### src/rtl/dreq_credits_wr_mc.sv
// rtl/dreq_credits_wr_mc.sv - per-channel data-credit gate merging write requests by round-robin
module dreq_credits_wr_mc #(
    parameter int N_CHAN    = 4,
    parameter int DATA_BITS = 512,
    parameter int LEN_BITS  = 28,
    parameter int REQ_BITS  = 128,
    parameter int CRED_MAX  = 64,
    parameter int CNT_BITS  = $clog2(CRED_MAX + 1),
    localparam int ID_BITS  = (N_CHAN > 1) ? $clog2(N_CHAN) : 1
) (
    input  logic                         aclk,
    input  logic                         areset,
    input  logic [N_CHAN-1:0]            s_req_valid,
    output logic [N_CHAN-1:0]            s_req_ready,
    input  logic [N_CHAN*LEN_BITS-1:0]   s_req_len,
    input  logic [N_CHAN*REQ_BITS-1:0]   s_req_data,
    input  logic [N_CHAN-1:0]            xfer,
    output logic                         m_req_valid,
    input  logic                         m_req_ready,
    output logic [REQ_BITS-1:0]          m_req_data,
    output logic [ID_BITS-1:0]           m_req_id,
    output logic [N_CHAN*CNT_BITS-1:0]   cnt_out,
    output logic [N_CHAN-1:0]            err_ovf,
    output logic [N_CHAN-1:0]            err_oversize
);

    localparam int BEAT_BYTES = DATA_BITS / 8;
    localparam int BEAT_SHIFT = $clog2(BEAT_BYTES);
    localparam int NB_BITS    = LEN_BITS + 1;

    localparam logic [NB_BITS-1:0]  ROUND_ADD   = NB_BITS'(BEAT_BYTES - 1);
    localparam logic [NB_BITS-1:0]  CRED_MAX_NB = NB_BITS'(CRED_MAX);
    localparam logic [CNT_BITS:0]   CRED_MAX_C  = (CNT_BITS + 1)'(CRED_MAX);

    logic [CNT_BITS-1:0] cnt     [N_CHAN];
    logic [CNT_BITS:0]   cnt_sum [N_CHAN];
    logic [NB_BITS-1:0]  n_beats [N_CHAN];
    logic [ID_BITS-1:0]  rr;
    logic [N_CHAN-1:0]   elig;
    logic [N_CHAN-1:0]   grant;
    logic                grant_any;
    logic [ID_BITS-1:0]  grant_id;
    logic [REQ_BITS-1:0] grant_data;
    logic                can_load;

    // Channel index base+off, wrapped modulo N_CHAN (off < N_CHAN).
    function automatic logic [ID_BITS-1:0] rr_add(input logic [ID_BITS-1:0] base, input int off);
        int sum;
        sum = int'(base) + off;
        if (sum >= N_CHAN) begin
            sum = sum - N_CHAN;
        end
        return ID_BITS'(sum);
    endfunction

    assign can_load    = !m_req_valid || m_req_ready;
    assign s_req_ready = grant;

    // Beats needed per head request, eligibility, and the credit balance after this cycle.
    always_comb begin
        for (int i = 0; i < N_CHAN; i++) begin
            n_beats[i] = ({1'b0, s_req_len[i*LEN_BITS +: LEN_BITS]} + ROUND_ADD) >> BEAT_SHIFT;
            elig[i]    = s_req_valid[i]
                         && (NB_BITS'(cnt[i]) >= n_beats[i])
                         && (n_beats[i] <= CRED_MAX_NB);
            // A grant implies n_beats <= cnt, so the debit fits the counter width and never underflows.
            cnt_sum[i] = {1'b0, cnt[i]} + (CNT_BITS + 1)'(xfer[i])
                         - (grant[i] ? n_beats[i][CNT_BITS:0] : '0);
        end
    end

    // Round-robin search from rr for the first eligible channel when the output slot is free.
    always_comb begin
        grant      = '0;
        grant_any  = 1'b0;
        grant_id   = '0;
        grant_data = '0;
        if (!areset && can_load) begin
            for (int k = 0; k < N_CHAN; k++) begin
                if (!grant_any && elig[rr_add(rr, k)]) begin
                    grant_any = 1'b1;
                    grant_id  = rr_add(rr, k);
                end
            end
        end
        for (int i = 0; i < N_CHAN; i++) begin
            if (grant_any && (grant_id == ID_BITS'(i))) begin
                grant[i]   = 1'b1;
                grant_data = s_req_data[i*REQ_BITS +: REQ_BITS];
            end
        end
    end

    // Credit counters with saturation at the ceiling, plus sticky error flags.
    always_ff @(posedge aclk) begin
        if (areset) begin
            for (int i = 0; i < N_CHAN; i++) begin
                cnt[i] <= '0;
            end
            err_ovf      <= '0;
            err_oversize <= '0;
        end else begin
            for (int i = 0; i < N_CHAN; i++) begin
                if (cnt_sum[i] > CRED_MAX_C) begin
                    cnt[i]     <= CNT_BITS'(CRED_MAX);
                    err_ovf[i] <= 1'b1;
                end else begin
                    cnt[i] <= cnt_sum[i][CNT_BITS-1:0];
                end
                if (s_req_valid[i] && (n_beats[i] > CRED_MAX_NB)) begin
                    err_oversize[i] <= 1'b1;
                end
            end
        end
    end

    // Priority pointer moves just past the most recent winner.
    always_ff @(posedge aclk) begin
        if (areset) begin
            rr <= '0;
        end else if (grant_any) begin
            rr <= rr_add(grant_id, 1);
        end
    end

    // Single output slot: reloads on a grant even in the cycle the held entry is consumed.
    always_ff @(posedge aclk) begin
        if (areset) begin
            m_req_valid <= 1'b0;
            m_req_data  <= '0;
            m_req_id    <= '0;
        end else if (grant_any) begin
            m_req_valid <= 1'b1;
            m_req_data  <= grant_data;
            m_req_id    <= grant_id;
        end else if (m_req_ready) begin
            m_req_valid <= 1'b0;
        end
    end

    for (genvar i = 0; i < N_CHAN; i++) begin : g_cnt_out
        assign cnt_out[i*CNT_BITS +: CNT_BITS] = cnt[i];
    end

endmodule

### config.mk
export PLATFORM = sky130hd
export DESIGN_NAME = dreq_credits_wr_mc
export DESIGN_NICKNAME = d
export VERILOG_FILES = /design/src/rtl/dreq_credits_wr_mc.sv
export SDC_FILE = /design/constraint.sdc
export NUM_CORES = 1
export LEC_CHECK = 0
export CAP_MARGIN = 20
export CORE_AREA = 10 10 302 304
export DETAILED_ROUTE_END_ITERATION = 16
export DIE_AREA = 0 0 312 314
export GPL_TIMING_DRIVEN = 1
export PLACE_DENSITY = 0.49
export SYNTH_ARGS = -nofsm -noshare
export SYNTH_HDL_FRONTEND = slang
export SYNTH_SLANG_ARGS = --single-unit
### constraint.sdc
create_clock -name aclk -period 14.17 [get_ports aclk]
set_clock_uncertainty 0.05 [all_clocks]
set_input_delay 4.251 -clock aclk [delete_from_list [all_inputs] [get_ports aclk]]
set_output_delay 4.251 -clock aclk [all_outputs]
set_load 0.1 [all_outputs]
# After elaboration in Yosys (flattened, before gate mapping)
# Memory sizes are Yosys's and may differ from the RTL's.
# Index checks and enable logic that the tools add are counted.
# Widths: inputs -> output; s select.
# word_totals
elab_cells,176
ram_bits,28
inputBits,635
ff_bits,141
out_inout_bits,171
mem_count,1
# mem_list
name,words,width,rd,rd_ports_with_merged_regs,wr,line_no,text
cnt,4,7,4,0,4,35,logic [CNT_BITS-1:0] cnt [N_CHAN];
# classes
muxes,78
order_cmp,25
add_sub_neg,21
n_reduce_logical,28
n_eq_ne,3
bitwise_logic,8
# ops
cell,n
$mux 128,4
$add 28x6->29 const B,4
$ge 7x23->1,4
$gt 23x7->1 const B,4
$le 23x7->1 const B,4
$mux 7,8
$mux 1,44
$add 7x1->8,4
$gt 8x7->1 const B,4
$mux 8,4
$sub 8x8->8,4
$mux 2,14
$logic_and 1x1->1,20
$ge 3x3->1 const B,4
$lt 2x3->1 const B,4
$sub 2x1->2 const B,5
$bmux 1 s2,4
$or 1x1->1,8
$add 2x1->3 const B,2
$add 2x2->3 const B,2
$logic_not 1->1,5
$eq 2x2->1 const B,2
$ge 2x3->1 const B,1
$eq 2x1->1 const B,1
other kinds (3),3

# Logic depth before layout (Yosys ltp)
# Gate-level depths: netlist (run 1).
# logic_depth
word_depth,31
depth_mapped,36
depth_no_buf,31

# Worst setup path after synthesis (run 1)
# OpenSTA, ideal clock, no wires.
# synth_path
kind,in2out
start,input port s_req_len[33]
end,output port s_req_ready[3]
path_slack_ns,0.934
arrival_ns,8.935
n_path_buf,5
required_ns,9.869
path_stages,19
cell_sequence,or4_1 clkbuf_1 nor2_1 nor2b_1 and3_1 xnor2_1 ha_1 and4_1 o21ai_0 a211oi_1 nor3_1 nor2b_1 buf_2 and2_1 ha_1 clkbuf_1 clkbuf_1 clkbuf_1 and2_1
# synth_between
elab_chain_cells,23
elab_cells_between_ends,35
cone_classes,1 x add/sub; 2 x order compare; 1 x eq/ne; 22 x mux; 9 x reduce/logical
# synth_rtl
element,line_no,text
start: declaration,15,"input logic [N_CHAN*LEN_BITS-1:0] s_req_len,"
$add 28x6->29 *,62,"n_beats[i] = ({1'b0, s_req_len[i*LEN_BITS +: LEN_BITS]} + ROUND_ADD) >> BEAT_SHIFT;"
$ge 7x23->1,64,&& (NB_BITS'(cnt[i]) >= n_beats[i])
$logic_and 1x1->1,64,
$logic_and 1x1->1 *,65,&& (n_beats[i] <= CRED_MAX_NB);
$bmux 1 s2,80,"if (!grant_any && elig[rr_add(rr, k)]) begin"
$mux 1 (implied by the code),80,
$mux 1,80,
$mux 1,78,if (!areset && can_load) begin
(+8 left out),-,
$logic_not 1->1,80,
$logic_and 1x1->1,80,
$mux 2 *,80,
$mux 2 *,78,
via grant_id[0],42,logic [ID_BITS-1:0] grant_id;
$eq 2x2->1 *,87,if (grant_any && (grant_id == ID_BITS'(i))) begin
$logic_and 1x1->1 *,87,
$mux 1 *,87,
end: declaration,14,"output logic [N_CHAN-1:0] s_req_ready,"
# Mark *: on every way through the listed nets, which the timed path passes. The rest lies on a longest branch. The select of a mux whose other input is x is not followed.

# Worst setup path after layout (run 1)
# layout_path
start,input port s_req_len[33]
end,output port s_req_ready[0]
# layout_between
elab_chain_cells,23
elab_cells_between_ends,35
cone_classes,1 x add/sub; 2 x order compare; 22 x mux; 10 x reduce/logical
# layout_rtl
element,line_no
$add 28x6->29 *,62
$ge 7x23->1,64
$logic_and 1x1->1,64
$logic_and 1x1->1 *,65
$bmux 1 s2,80
$mux 1 (implied by the code),80
$mux 1,80
$mux 1,78
(+7 left out),-
$mux 1,78
$logic_not 1->1,80
$logic_and 1x1->1,80
$mux 2,80
$mux 2,78
$logic_not 2->1,87
$logic_and 1x1->1 *,87
$mux 1 *,87
# Mark *: on every way between the ends. The rest lies on a longest branch, timed or not. The select of a mux whose other input is x is not followed.

==> results of run 1 <==
==> through the flow <==
| stage | setup slack [ns] | utilization (%) | cells | hold WS, ns |
|---|---|---|---|---|
| finish | 0.9775 | 27.74 | 3859 | 0.4024 |
| floorplan | 0.9341 | - | 1975 | 0.4257 |
| CTS | 0.8994 | 27.68 | 3839 | 0.4035 |
| global placement | 0.9680 | 26.97 | 3808 | 0.3885 |
| global route | 0.6672 | 27.72 | 3855 | 0.4230 |
| detailed placement | 0.9027 | 26.97 | 3808 | 0.3924 |
==> final cells by class <==
| cell class | count | share of cell area (%) |
|---|---|---|
| multi-input cells | 1626 | 39.76 |
| repair buffers | 830 | 35.20 |
| flip-flops and latches | 169 | 15.56 |
| well taps | 1144 | 6.080 |
| clock buffers | 21 | 2.137 |
| inverters | 39 | 0.6218 |
| clock inverters | 10 | 0.4252 |
| diodes | 20 | 0.2126 |
==> routing by layer <==
| layer | vias to the layer above | track usage (%) | wire (um) |
|---|---|---|---|
| met5 | - | 0 | 346 |
| met4 | 52 | 5.678 | 1999 |
| met3 | 132 | 8.222 | 9031 |
| met2 | 664 | 30.85 | 45520 |
| met1 | 7907 | 19.26 | 35220 |
| li1 | 8407 | - | - |
==> worst min-delay path by stage <==
| stage | slack, ns | from | to |
|---|---|---|---|
| detailed placement | 0.39 | m_req_data[41] | m_req_data[41] |
| finish | 0.40 | m_req_data[113] | m_req_data[113] |
| global placement | 0.39 | m_req_data[12] | m_req_data[12] |
| CTS | 0.40 | m_req_data[113] | m_req_data[113] |
| global route | 0.42 | m_req_data[28] | m_req_data[28] |
| floorplan | 0.43 | rr[0] | rr[0] |
==> state kept, by name, summed over array words and instances, names as in the netlist <==
register,cells
cnt,28
err_oversize,4
err_ovf,4
m_req_data,128
m_req_id,2
m_req_valid,1
rr,2
==> cells by family (layout without fill, tap and decap cells) <==
group                      Yosys count  in the layout
muxes                                7              7
and+or+nand+nor                    775            775
xor gates and xnor gates            65             65
other                                1             48
DFF                                169            169
adders and majority gates           88             88
AOI/OAI and AO/OA                  663            663
buffers and inverters              180            900
==> cell usage in the layout (no fill, tap or decap), types with 28 or more instances in the layout <==
cell,netlist,routed
inv_1,38,38
nand3_1,36,36
buf_4,1,29
nor2_1,179,179
a22oi_1,129,129
nand2_1,392,392
clkdlybuf4s50_1,0,795
ha_1,84,81
edfxtp_1,28,28
a21oi_1,299,299
dfxtp_1,141,141
o21ai_0,148,148
xnor2_1,39,39
conb_1,1,28
==> cell usage after synthesis, types with 26 or more instances <==
cell type / instances
nor2_1: 179
nand3_1: 36
ha_1: 84
nand2_1: 392
nand3b_1: 26
a21oi_1: 299
dfxtp_1: 141
xnor2_1: 39
o21ai_0: 148
a22oi_1: 129
edfxtp_1: 28
clkbuf_1: 114
inv_1: 38
==> critical path, delay by kind of cell <==
kind / cells / cell delay [ns]
buf+inv: 3 / 0.73
compound gates: 2 / 0.84
fa+ha+maj: 2 / 0.54
simple gates: 9 / 2.38
xor+xnor: 1 / 0.14
==> report_power, final <==
part	switching, W	internal (W)
logic	0.000399	0.000326
registers	0.0000194	0.000513
clock network	0.000252	0.000274
total	0.000670	0.00111
==> impl_metrics.ini, run 1 <==
[clock_tree]
cts_resized = 0
worstSkewPairLatency_ns = 0.50
cts_tree = yes
htreeDepth = 4
cts-hold-fix-buffers = 0
cts_buffers = 17
post_cts_buffers = 0
root_buffer = clkbuf_16
cts.clk_slew.worst_paths_ns = 0.08
cts.path.max_buffers = 2
cts_num_sinks = 169

[die]
dieHeight_um = 314
core-area_um2 = 84880
die_w_um = 312
ios = 806
rows = 107
die-area_um2 = 97970
start_util_pct = 15.99

[setup_path]
path_class = in -> out
worst_ep_required_time_ns = 9.87
critPathMaxFanout = 20
crit_chain = clkdlybuf4s50_1, or4_1, nor2_1, nor2b_1, and3_1, xnor2_1, ha_1, and4_1, o21ai_0, a211oi_1, nor3_1, nor2b_4, nand2_1, ha_1, buf_4, and2_1, buf_12
endpoint_kind = primary output
critPathLaunchType = input port
slowest_delay_ns = 0.68
worst_r2r_path_depth = 23
crit_arrival_ns = 8.89
cp_common_cell = ha_1
critPathLaunch = s_req_len[33]
cpMaxStageDelayCell = a211oi_1
r2r-end = cnt[2][3]
worstSetupEndpoint = s_req_ready[0]
worstReg2RegStart = cnt[2][3]
rrSetupSlack_ns = 7.25

[layout]
nFillCells = 9355
drive_gt1_share_pct = 3.302
final_cell_area_um2 = 23540
multi_input_area_um2 = 9360
register_area_um2 = 3664
final_nets = 3406
syn_to_final_growth_pct = 73.51

[timing]
finalCriticalPeriod_ns = 13.19
drv_slew = 0
fmax_mhz = 75.80
rsz0062_at_grt = false
tightest_slew_ns = 1.203
period_share_pct = 93.10
finalHoldViolCount = 0
slew_headroom_pct = 19.54
setup_viol = 0
final.setup.tns_ns = 0

[global_routing]
grt_max_degree = 92
first_global_vias = 17040
grt.total_usage_pct = 17.88
antenna_found_initial = 59
grt_pass1_wl_mm = 126.8
gr-total-overflow = 0

[yosys]
synth.mux.area_fraction_pct = 0.5256
syn_area_um2 = 13570
synthSimpleGateAreaFrac_pct = 25.72
ys_seq_area_share_pct = 27.00
synth_compound_area_share_pct = 28.92
synth_top_family_by_area = compound AO/OA/AOI/OAI gates
ys_ff_latch = 169
async_flop_share_pct = 0
synthAdderAreaFrac_pct = 8.336
yosysTopAreaCell = dfxtp_1
ys.flop_type = dfxtp_1
synth_edf_count = 28
synth_top_area_share_pct = 20.80
synth.avg_cell_area_um2 = 6.965
ys_types = 71
synth_area_leaders = dfxtp_1 (21%), a21oi_1 (11%), nand2_1 (11%)
ys.warnings.count = 0
netlist_instances = 1948
yosys.area_share.xor_xnor_pct = 4.251

[power]
powerDensity_nw_per_um2 = 75.74
power.total_w = 0.001783
vdd_ir_drop_max_mv = 0.09054
cellLeakagePower_nw = 8.529

[routing]
avgViaCountPerCell = 4.447
drt-total-wl_mm = 92.12
first_pass_iters = 6
drt-initial-drc-count = 953
post_drt_wl_per_cell_um = 23.87
num_vias = 17160
antenna_left = 0
drc_errors = 0

[outcome]
status = finished, final reports clean

[placed_design]
hpwl_mm = 75.33
placed_cell_area_um2 = 22890
place_congestion = 0.8875
io_buffers = 805

[min_path]
min_path_type = reg -> reg
whs_path_depth = 2

[job]
drv_cap = 0
Note: power is estimated with default switching activity, not from simulation.
==> run 2: changes to the inputs <==
--- a/config.mk
+++ b/config.mk
@@ -7,6 +7,7 @@
 export LEC_CHECK = 0
 export CAP_MARGIN = 20
 export CORE_AREA = 10 10 302 304
+export CTS_CLUSTER_DIAMETER = 150
 export DETAILED_ROUTE_END_ITERATION = 16
 export DIE_AREA = 0 0 312 314
 export GPL_TIMING_DRIVEN = 1
==> results of run 2 <==
The final DEF is identical to that of run 1; final timing and power are the same.
